<file path="src/rtl/sejf_lock.sv">
// Digital safe lock: four-digit BCD code entry with lockout after repeated
// wrong codes, and reprogramming of the code while the safe is open.
module sejf_lock #(
    parameter logic [15:0] DEFAULT_CODE = 16'h1234,
    parameter int          MAX_FAIL     = 3,
    parameter int          LOCKOUT_CYC  = 1000
) (
    input  logic       clk,
    input  logic       rst,
    input  logic [3:0] digit_in,
    input  logic       digit_ok,
    input  logic       clr,
    input  logic       close,
    input  logic       set_mode,
    output logic       is_open,
    output logic       alarm,
    output logic       prog,
    output logic [2:0] pos,
    output logic [2:0] fails
);

    typedef enum logic [2:0] {
        S_LOCKED  = 3'd0,
        S_ENTRY   = 3'd1,
        S_CHECK   = 3'd2,
        S_OPEN    = 3'd3,
        S_PROGRAM = 3'd4,
        S_LOCKOUT = 3'd5
    } state_t;

    localparam logic [2:0]  MAX_FAIL_V = 3'(MAX_FAIL);
    localparam logic [15:0] TIMER_LOAD = 16'(LOCKOUT_CYC - 1);

    state_t      state_reg, state_next;
    logic [15:0] code_reg, code_next;
    logic [15:0] entry_reg, entry_next;
    logic [2:0]  pos_reg, pos_next;
    logic [2:0]  fails_reg, fails_next;
    logic [15:0] timer_reg, timer_next;
    logic        is_open_reg, alarm_reg, prog_reg;

    logic        digit_valid;
    logic [15:0] shifted;

    // Digits above 9 are not BCD and are dropped everywhere.
    assign digit_valid = digit_ok && (digit_in <= 4'd9);
    assign shifted     = {entry_reg[11:0], digit_in};

    // Next-state and datapath decisions; everything holds unless a case changes it.
    always_comb begin
        state_next = state_reg;
        code_next  = code_reg;
        entry_next = entry_reg;
        pos_next   = pos_reg;
        fails_next = fails_reg;
        timer_next = timer_reg;
        case (state_reg)
            S_LOCKED: begin
                if (!clr && digit_valid) begin
                    entry_next = shifted;
                    pos_next   = 3'd1;
                    state_next = S_ENTRY;
                end
            end
            S_ENTRY: begin
                if (clr) begin
                    pos_next   = 3'd0;
                    state_next = S_LOCKED;
                end else if (digit_valid) begin
                    entry_next = shifted;
                    pos_next   = pos_reg + 3'd1;
                    if (pos_reg == 3'd3) begin
                        state_next = S_CHECK;
                    end
                end
            end
            S_CHECK: begin
                pos_next = 3'd0;
                if (entry_reg == code_reg) begin
                    fails_next = 3'd0;
                    state_next = S_OPEN;
                end else begin
                    fails_next = fails_reg + 3'd1;
                    if ((fails_reg + 3'd1) == MAX_FAIL_V) begin
                        timer_next = TIMER_LOAD;
                        state_next = S_LOCKOUT;
                    end else begin
                        state_next = S_LOCKED;
                    end
                end
            end
            S_OPEN: begin
                // close outranks set_mode when both arrive together
                if (close) begin
                    state_next = S_LOCKED;
                end else if (set_mode) begin
                    pos_next   = 3'd0;
                    state_next = S_PROGRAM;
                end
            end
            S_PROGRAM: begin
                if (clr) begin
                    pos_next   = 3'd0;
                    state_next = S_OPEN;
                end else if (digit_valid) begin
                    entry_next = shifted;
                    if (pos_reg == 3'd3) begin
                        code_next  = shifted;
                        pos_next   = 3'd0;
                        state_next = S_OPEN;
                    end else begin
                        pos_next = pos_reg + 3'd1;
                    end
                end
            end
            S_LOCKOUT: begin
                // deaf to every input until the timer has run out
                if (timer_reg == 16'd0) begin
                    fails_next = 3'd0;
                    state_next = S_LOCKED;
                end else begin
                    timer_next = timer_reg - 16'd1;
                end
            end
            default: begin
                pos_next   = 3'd0;
                state_next = S_LOCKED;
            end
        endcase
    end

    // State and datapath registers; status flags decode the upcoming state so
    // they line up with the state register without a combinational output path.
    always_ff @(posedge clk) begin
        if (!rst) begin
            state_reg   <= S_LOCKED;
            code_reg    <= DEFAULT_CODE;
            entry_reg   <= 16'd0;
            pos_reg     <= 3'd0;
            fails_reg   <= 3'd0;
            timer_reg   <= 16'd0;
            is_open_reg <= 1'b0;
            alarm_reg   <= 1'b0;
            prog_reg    <= 1'b0;
        end else begin
            state_reg   <= state_next;
            code_reg    <= code_next;
            entry_reg   <= entry_next;
            pos_reg     <= pos_next;
            fails_reg   <= fails_next;
            timer_reg   <= timer_next;
            is_open_reg <= (state_next == S_OPEN);
            alarm_reg   <= (state_next == S_LOCKOUT);
            prog_reg    <= (state_next == S_PROGRAM);
        end
    end

    assign is_open = is_open_reg;
    assign alarm   = alarm_reg;
    assign prog    = prog_reg;
    assign pos     = pos_reg;
    assign fails   = fails_reg;

endmodule

</file>
<file path="config.mk">
export PLATFORM = sky130hd
export DESIGN_NAME = sejf_lock
export DESIGN_NICKNAME = d
export VERILOG_FILES = /design/src/rtl/sejf_lock.sv
export SDC_FILE = /design/constraint.sdc
export NUM_CORES = 1
export LEC_CHECK = 0
export CORE_MARGIN = 2
export CORE_UTILIZATION = 40
export CTS_BUF_LIST = sky130_fd_sc_hd__clkbuf_8
export CTS_CLUSTER_SIZE = 12
export DETAILED_ROUTE_END_ITERATION = 6
export HOLD_SLACK_MARGIN = 0.1
export PLACE_DENSITY_LB_ADDON = 0.3
export SETUP_SLACK_MARGIN = 0.1
export SYNTH_ARGS = -nofsm -noshare
export SYNTH_HDL_FRONTEND = slang
export SYNTH_SLANG_ARGS = --single-unit
</file>
<file path="constraint.sdc">
create_clock -name clk -period 2.6 [get_ports clk]
set_input_delay 0.26 -clock clk [delete_from_list [all_inputs] [get_ports clk]]
set_output_delay 0.26 -clock clk [all_outputs]
set_load 0.01 [all_outputs]
</file>
# Word-level counts from Yosys, hierarchy flattened
# Index checks and enable logic that the tools add are counted.
# Widths: inputs -> output; s select.
[word_totals] ff_bits=60 inputBits=10 out_inout_bits=9 word_cells=83
[classes] add_sub_neg=3 order_cmp=1 eq_ne=22 n_mux=33 bitwise_logic=2 n_reduce_logical=13
[ops] operator="$mux 16" count=6
[ops] operator="$mux 3" count=22
[ops] operator="$pmux 16 s2" count=2
[ops] operator="$pmux 3 s6" count=1
[ops] operator="$eq 16x16->1" count=1
[ops] operator="$logic_not 16->1" count=1
[ops] operator="$ne 2x2->1 const B" count=8
[ops] operator="$sub 16x1->16 const B" count=1
[ops] operator="$eq 3x2->1 const B" count=5
[ops] operator="$pmux 3 s5" count=1
[ops] operator="$eq 3x3->1 const B" count=4
[ops] operator="$reduce_and 4->1" count=3
[ops] operator="$add 3x1->3 const B" count=2
[ops] operator="$ne 3x3->1 const B" count=2
[ops] operator="$pmux 3 s2" count=1
[ops] operator="$reduce_and 6->1" count=1
[ops] operator="$le 4x4->1 const B" count=1
[ops] operator="$reduce_bool 2->1" count=2
[ops] operator="$eq 3x1->1 const B" count=1
[ops] operator="$logic_not 3->1" count=1
[ops] operator="$logic_and 1x1->1" count=2
[ops] operator="$ne 2x1->1 const B" count=1
[ops] operator="$not 1->1" count=2
[ops] operator="$reduce_and 2->1" count=1
[ops] operator="2 further kinds" count=2

# Logic depth before layout (Yosys ltp)
# Gate-level depths: netlist (run 1).
[logic_depth] word_depth=6 mapped_depth=9 depth_no_buf=8

# Worst setup path after synthesis (run 1)
# Ideal clock, no wire load.
[synth_timing] kind="reg-to-reg" from="register timer_reg[0]" to="register timer_reg[14]" setup_ns=0.071 arrival_time_ns=2.033 t_required_ns=2.529 slack_ns=0.495 path_stages_with_launch=9 n_path_buf=0 period_less_slack_ns=2.105 path_cell_list="dfxtp_1 inv_1 ha_1 or3b_2 or2_1 nor4_2 nand3_1 or3_1 a21oi_1"
[synth_between] elab_chain_len=3 elab_cells_between_ends=6 classes_between="1 x add/sub; 1 x eq/ne; 2 x mux; 2 x reduce/logical"
[synth_rtl] item="start, declared" line_no="39" rtl="logic [15:0] timer_reg, timer_next;"
[synth_rtl] item="start signal, assigned" line_no="151" rtl="timer_reg <= timer_next;"
[synth_rtl] item="$sub 16x1->16 or $logic_not 16->1 (tied branches)" line_no="122, 118"
[synth_rtl] item="$mux 16 or $ne 2x2->1 (tied branches)"
[synth_rtl] item="$pmux 16 s2 or $reduce_and 4->1 (tied branches)"
# Parallel ways exist; a longest one is shown, timed or not. The select of a mux whose other input is x is not followed.
# A chain may end at the register's enable or synchronous reset.

# Worst setup path in the final report (run 1)
[layout_timing] from="register timer_reg[1]" to="register timer_reg[14]"
# Same word-level chain as after synthesis.

==> results.yml, run 1 <==
yosys:
  ys.flop_type: "dfxtp_1"
  synth_most_common_cell: "dfxtp_1"
  async_flop_share: 0
  synth_nets: 339
  syn_area_per_cell_sq_um: 8.98
  synthCells: 322
  yosysWarnings: 0
  synth.area.top_cells: "dfxtp_1 (42%), mux2i_1 (11%), nor2_1 (6.6%)"
  synth_area_sq_mm: 0.00289
  synth_top_cell_by_area: "dfxtp_1"
  yosys_register_bits: 60
  synth_top_area_frac: 0.416
  post_synth_num_cell_types: 44
  synth_commonest_cells: "dfxtp_1 (60), nor2_1 (51), mux2i_1 (32)"
  synth-edff-count: 0
  synth_seq_area_share: 0.416
cells_and_area:
  fill_cells: 669
  fin_util: 0.493
  layout-drive-gt1-share: 0.0969
  diodes: 0
  final_nets: 363
  final_cell_count_no_fill: 447
  synthToLayoutAreaGrowth_pct: 17.8
placement:
  place_inst: 431
  buffer_ports.inserted: 18
  place_congestion: 0.856
  dp_hpwl_um: 4040
worst_hold_path:
  holdPathEnd: "pos[1]"
  hp-start: "pos[1]"
  min_path_cells: 2
  hold_path.class: "reg2reg"
status:
  status: "finished, final reports clean"
sta:
  fin_hold_ws_ns: 0.480
  rsz0062_at_grt: "false"
  period_minus_slack_ns: 2.32
  hold_viol: 0
  setup_viol: 0
  worst_pin_slew_ns: 0.556
  drv_slew: 0
  tns_ns: 0
  slew_headroom: 0.626
  finClkSkew_ns: 0.0106
  finalCritPeriodShare: 0.894
  max_freq_ghz: 0.430
die:
  rows: 30
  pin_count: 19
  die_area_sq_mm: 0.00792
  start_util: 0.418
  core-area_sq_mm: 0.00691
  die_w_um: 89.0
  die_h_um: 89.0
grt:
  grt_util_all_layers: 0.164
  grt_max_degree: 31
  grt_first_pass_wirelength_um: 9980
  antenna_found_initial: 0
  grt_pass1_vias: 2237
  overflow: 0
setup_path:
  crit_slowest_cell: "or3b_2"
  startpoint_type: "flip-flop"
  r2r-end: "timer_reg[14]"
  cpLargestDelayFamily: "simple AND/OR/NAND/NOR gates"
  cp.buffers_inverters: 1
  cp-end-kind: "flip-flop"
  r2r_slack_ns: 0.28
  rr_worst_depth: 8
  worstPathCellList: "inv_1, ha_1, or3b_2, or2_1, nor4_2, nand3_1, or3_1, a21oi_1"
  critPathKind: "reg2reg"
  cp.arrival_ns: 2.60
  critPathMaxFanout: 4
  required_ns: 2.87
  slowest_delay_ns: 0.48
  r2r_start: "timer_reg[1]"
clock_tree:
  cts_buffer_depth: 2
  cts_tree: "built"
  insertion_delay_ns: 0.34
  cts_htree_levels: 3
  ctsHoldBuffers: 0
  cts-root-buf: "clkbuf_8"
  clkTransAtPathRegs_ns: 0.07
  ctsResizeCount: 0
  numCtsBuffers: 9
  clock_sinks: 60
  cts_setup_buffers: 0
route:
  via_count: 2335
  drc_errors: 0
  viasPerCell: 5.22
  wire_per_inst_um: 13.0
  drtPass1Iterations: 4
  antenna_left: 0
  drt_iter0_drc: 110
  routed_wirelength_um: 5800
pwr:
  p_leak_nw: 1.51
  power_mw: 1.88
  ir_worst_vdd_uv: 326
  power_density_mw_per_mm2: 551
flow_run:
  drv_cap: 0
## placed cells by master, fill, tap and decap left out, drive strengths merged, types with 6 or more instances in the layout
cell type       n
o21ai           9
a31oi           6
ha              7
buf             9
nor2           52
dfxtp          60
mux2i          32
a21oi          16
nor4           10
nand2          24
inv             8
xor2           21
clkbuf         11
clkdlybuf4s50  18
nand3           6
## layer usage
metal / wire (um) / global-route usage / up-vias
met5: 0 / 0 / -
met4: 65 / 0.0570 / 0
met3: 193 / 0.0693 / 8
met2: 2830 / 0.263 / 31
met1: 2710 / 0.198 / 1108
li1: - / - / 1188
## cells by family (layout without fill, tap and decap cells)
family	Yosys count	after routing	synth area share
XOR/XNOR	22	22	0.0667
AO/OA/AOI/OAI	49	49	0.114
buffers and inverters	21	50	0.0286
multiplexers	34	34	0.119
flip-flops	60	60	0.416
AND/OR/NAND/NOR	129	129	0.226
adder cells (fa/ha/maj)	7	7	0.0303
## through the flow
stage	instance area (sq um)	setup slack, ns
2_1_floorplan	2890	0.495
3_3_place_gp	3200	0.332
3_5_place_dp	3200	0.322
4_1_cts	3400	0.307
5_1_grt	3400	0.118
6_report	3400	0.275
## how the worst max path moves through the flow
stage | from | endpoint | slack, ns | depth (start not counted)
floorplan | timer_reg[0] | timer_reg[14] | 0.50 | 8
global placement | digit_in[1] | prog | 0.33 | 7
detailed placement | digit_in[1] | prog | 0.32 | 7
CTS | timer_reg[1] | timer_reg[14] | 0.31 | 8
global route | timer_reg[0] | timer_reg[14] | 0.12 | 8
finish | timer_reg[1] | timer_reg[14] | 0.28 | 8
## tightest hold or removal path: stages, from the launching register on
cell and delay (ns):
dfxtp_1 0.32, nand2_1 0.06, a21oi_1 0.05
## power breakdown
| group | total, mW | leakage (nW) | internal [mW] | switching, mW |
|---|---|---|---|---|
| Clock | 0.846 | 0.107 | 0.488 | 0.358 |
| Combinational | 0.0937 | 0.920 | 0.0437 | 0.0501 |
| Sequential | 0.937 | 0.484 | 0.927 | 0.0101 |
## final cells by class
cell class	count	area [sq um]	area share
multi-input cells	241	1610	0.472
flip-flops and latches	60	1200	0.353
repair buffers	27	248	0.0728
clock buffers	11	151	0.0445
well taps	96	120	0.0353
clock inverters	5	51.3	0.0151
inverters	7	26.3	0.00772
Power figures use the tool's default switching activity.
==> run 2, diff against run 1 <==
--- a/config.mk
+++ b/config.mk
@@ -7,7 +7,7 @@
 export LEC_CHECK = 0
 export CORE_MARGIN = 2
 export CORE_UTILIZATION = 40
-export CTS_BUF_LIST = sky130_fd_sc_hd__clkbuf_8
+export CTS_BUF_LIST = sky130_fd_sc_hd__clkbuf_4
 export CTS_CLUSTER_SIZE = 12
 export DETAILED_ROUTE_END_ITERATION = 6
 export HOLD_SLACK_MARGIN = 0.1
==> run 2 against run 1 <==
Effect of this change: hold slack gained 0.0041 ns; worst setup slack improved by 0.064 ns; core utilization shrank 1.1 points; first-iteration DRC count shrank 21%; critical endpoint unchanged; largest cell class unchanged.
==> results.yml, run 2 (same netlist as run 1, synthesis figures left out) <==
pwr:
  ir_worst_vdd_uv: 371
  p_leak_nw: 1.48
  power_density_mw_per_mm2: 496
  power_mw: 1.65
clock_tree:
  cts_htree_levels: 3
  numCtsBuffers: 9
  cts_setup_buffers: 0
  insertion_delay_ns: 0.40
  clock_sinks: 60
  ctsResizeCount: 0
  ctsHoldBuffers: 0
  cts_tree: "built"
  clkTransAtPathRegs_ns: 0.10
  cts_buffer_depth: 2
  cts-root-buf: "clkbuf_4"
cells_and_area:
  layout-drive-gt1-share: 0.0940
  layout_common_cells: "dfxtp_1 (60), nor2_1 (51), mux2i_1 (32)"
  layout_commonest_cell: "dfxtp_1"
  synthToLayoutAreaGrowth_pct: 15.3
  final_nets: 363
  final_cell_count_no_fill: 447
  diodes: 0
placement:
  place_inst: 431
  buffer_ports.inserted: 18
  dp_hpwl_um: 4040
  place_congestion: 0.856
worst_hold_path:
  hold_path.class: "reg2reg"
sta:
  slew_headroom: 0.616
  rsz0062_at_grt: "false"
  setup_viol: 0
  period_minus_slack_ns: 2.26
  fin_hold_ws_ns: 0.485
  max_freq_ghz: 0.442
  drv_slew: 0
  worst_pin_slew_ns: 0.571
  hold_viol: 0
  finalCritPeriodShare: 0.870
  finClkSkew_ns: 0.0121
  tns_ns: 0
die:
  pin_count: 19
  start_util: 0.418
  rows: 30
  die_area_sq_mm: 0.00792
  core-area_sq_mm: 0.00691
  die_h_um: 89.0
  die_w_um: 89.0
setup_path:
  r2r_start: "timer_reg[1]"
  cp.arrival_ns: 2.60
  startpoint_type: "flip-flop"
  cp-end-kind: "flip-flop"
  critPathKind: "reg2reg"
  r2r-end: "timer_reg[14]"
  startpoint: "timer_reg[1]"
  critPathMaxFanout: 4
  required_ns: 2.94
  r2r_slack_ns: 0.34
  rr_worst_depth: 8
  cp-endpoint: "timer_reg[14]"
route:
  drc_errors: 0
  antenna_left: 0
  routed_wirelength_um: 5690
  wire_per_inst_um: 12.7
  viasPerCell: 5.20
  via_count: 2323
  drtPass1Iterations: 4
  drt_iter0_drc: 87
grt:
  overflow: 0
  grt_first_pass_wirelength_um: 9800
  antenna_found_initial: 0
  grt_pass1_vias: 2186
  grt_util_all_layers: 0.160
  grt_max_degree: 31
flow_run:
  drv_cap: 0
status:
  status: "finished, final reports clean"
run 2: changes by cell type in the layout (fill, tap and decap cells not counted):
cell / delta
clkbuf_4: +10
clkbuf_8: -11
clkinv_1: +2
inv_1: -1
run 2: final cells by class:
class                   count  area, sq um
well taps                  96          120
inverters                   7         26.3
clock inverters             6         55.1
clock buffers              10         75.1
repair buffers             27          248
fillers                   678         3570
multi-input cells         241         1610
flip-flops and latches     60         1200
run 2: routing by layer:
metal / vias up / track usage / routed length, um / part of all wire
li1: 1192 / - / - / -
met1: 1077 / 0.193 / 2640 / 0.46
met2: 45 / 0.261 / 2720 / 0.48
met3: 9 / 0.0683 / 261 / 0.046
met4: 0 / 0.0502 / 67 / 0.012
met5: - / 0 / 0 / 0
run 2: worst max-delay path, cell delays in order, from the launching register on:
cell and delay, ns:
dfxtp_1 0.33, inv_1 0.10, ha_1 0.19, or3b_2 0.48, or2_1 0.27, nor4_2 0.24, nand3_1 0.13, or3_1 0.33
a21oi_1 0.13
run 2: worst min path at each step:
stage,start,to,slack (ns),cells past startpoint
final,pos[1],pos[1],0.48,2
after global routing,pos[1],pos[1],0.51,2
after CTS,digit_in[0],entry_reg[0],0.48,3
after detailed placement,pos[1],pos[1],0.47,2
after global placement,pos[1],pos[1],0.47,2
after floorplan,digit_in[2],code_reg[2],0.39,2
run 2: report_power, final:
group	internal, mW	switching, mW
Combinational	0.0437	0.0503
Clock	0.294	0.330
Sequential	0.926	0.0102
run 2: metrics by stage:
stage               setup WS (ns)   util  area [sq um]
finish                      0.339  0.482          3330
global placement            0.332  0.464          3200
floorplan                   0.495      -          2890
global route                0.135  0.482          3330
detailed placement          0.322  0.464          3200
CTS                         0.339  0.482          3330
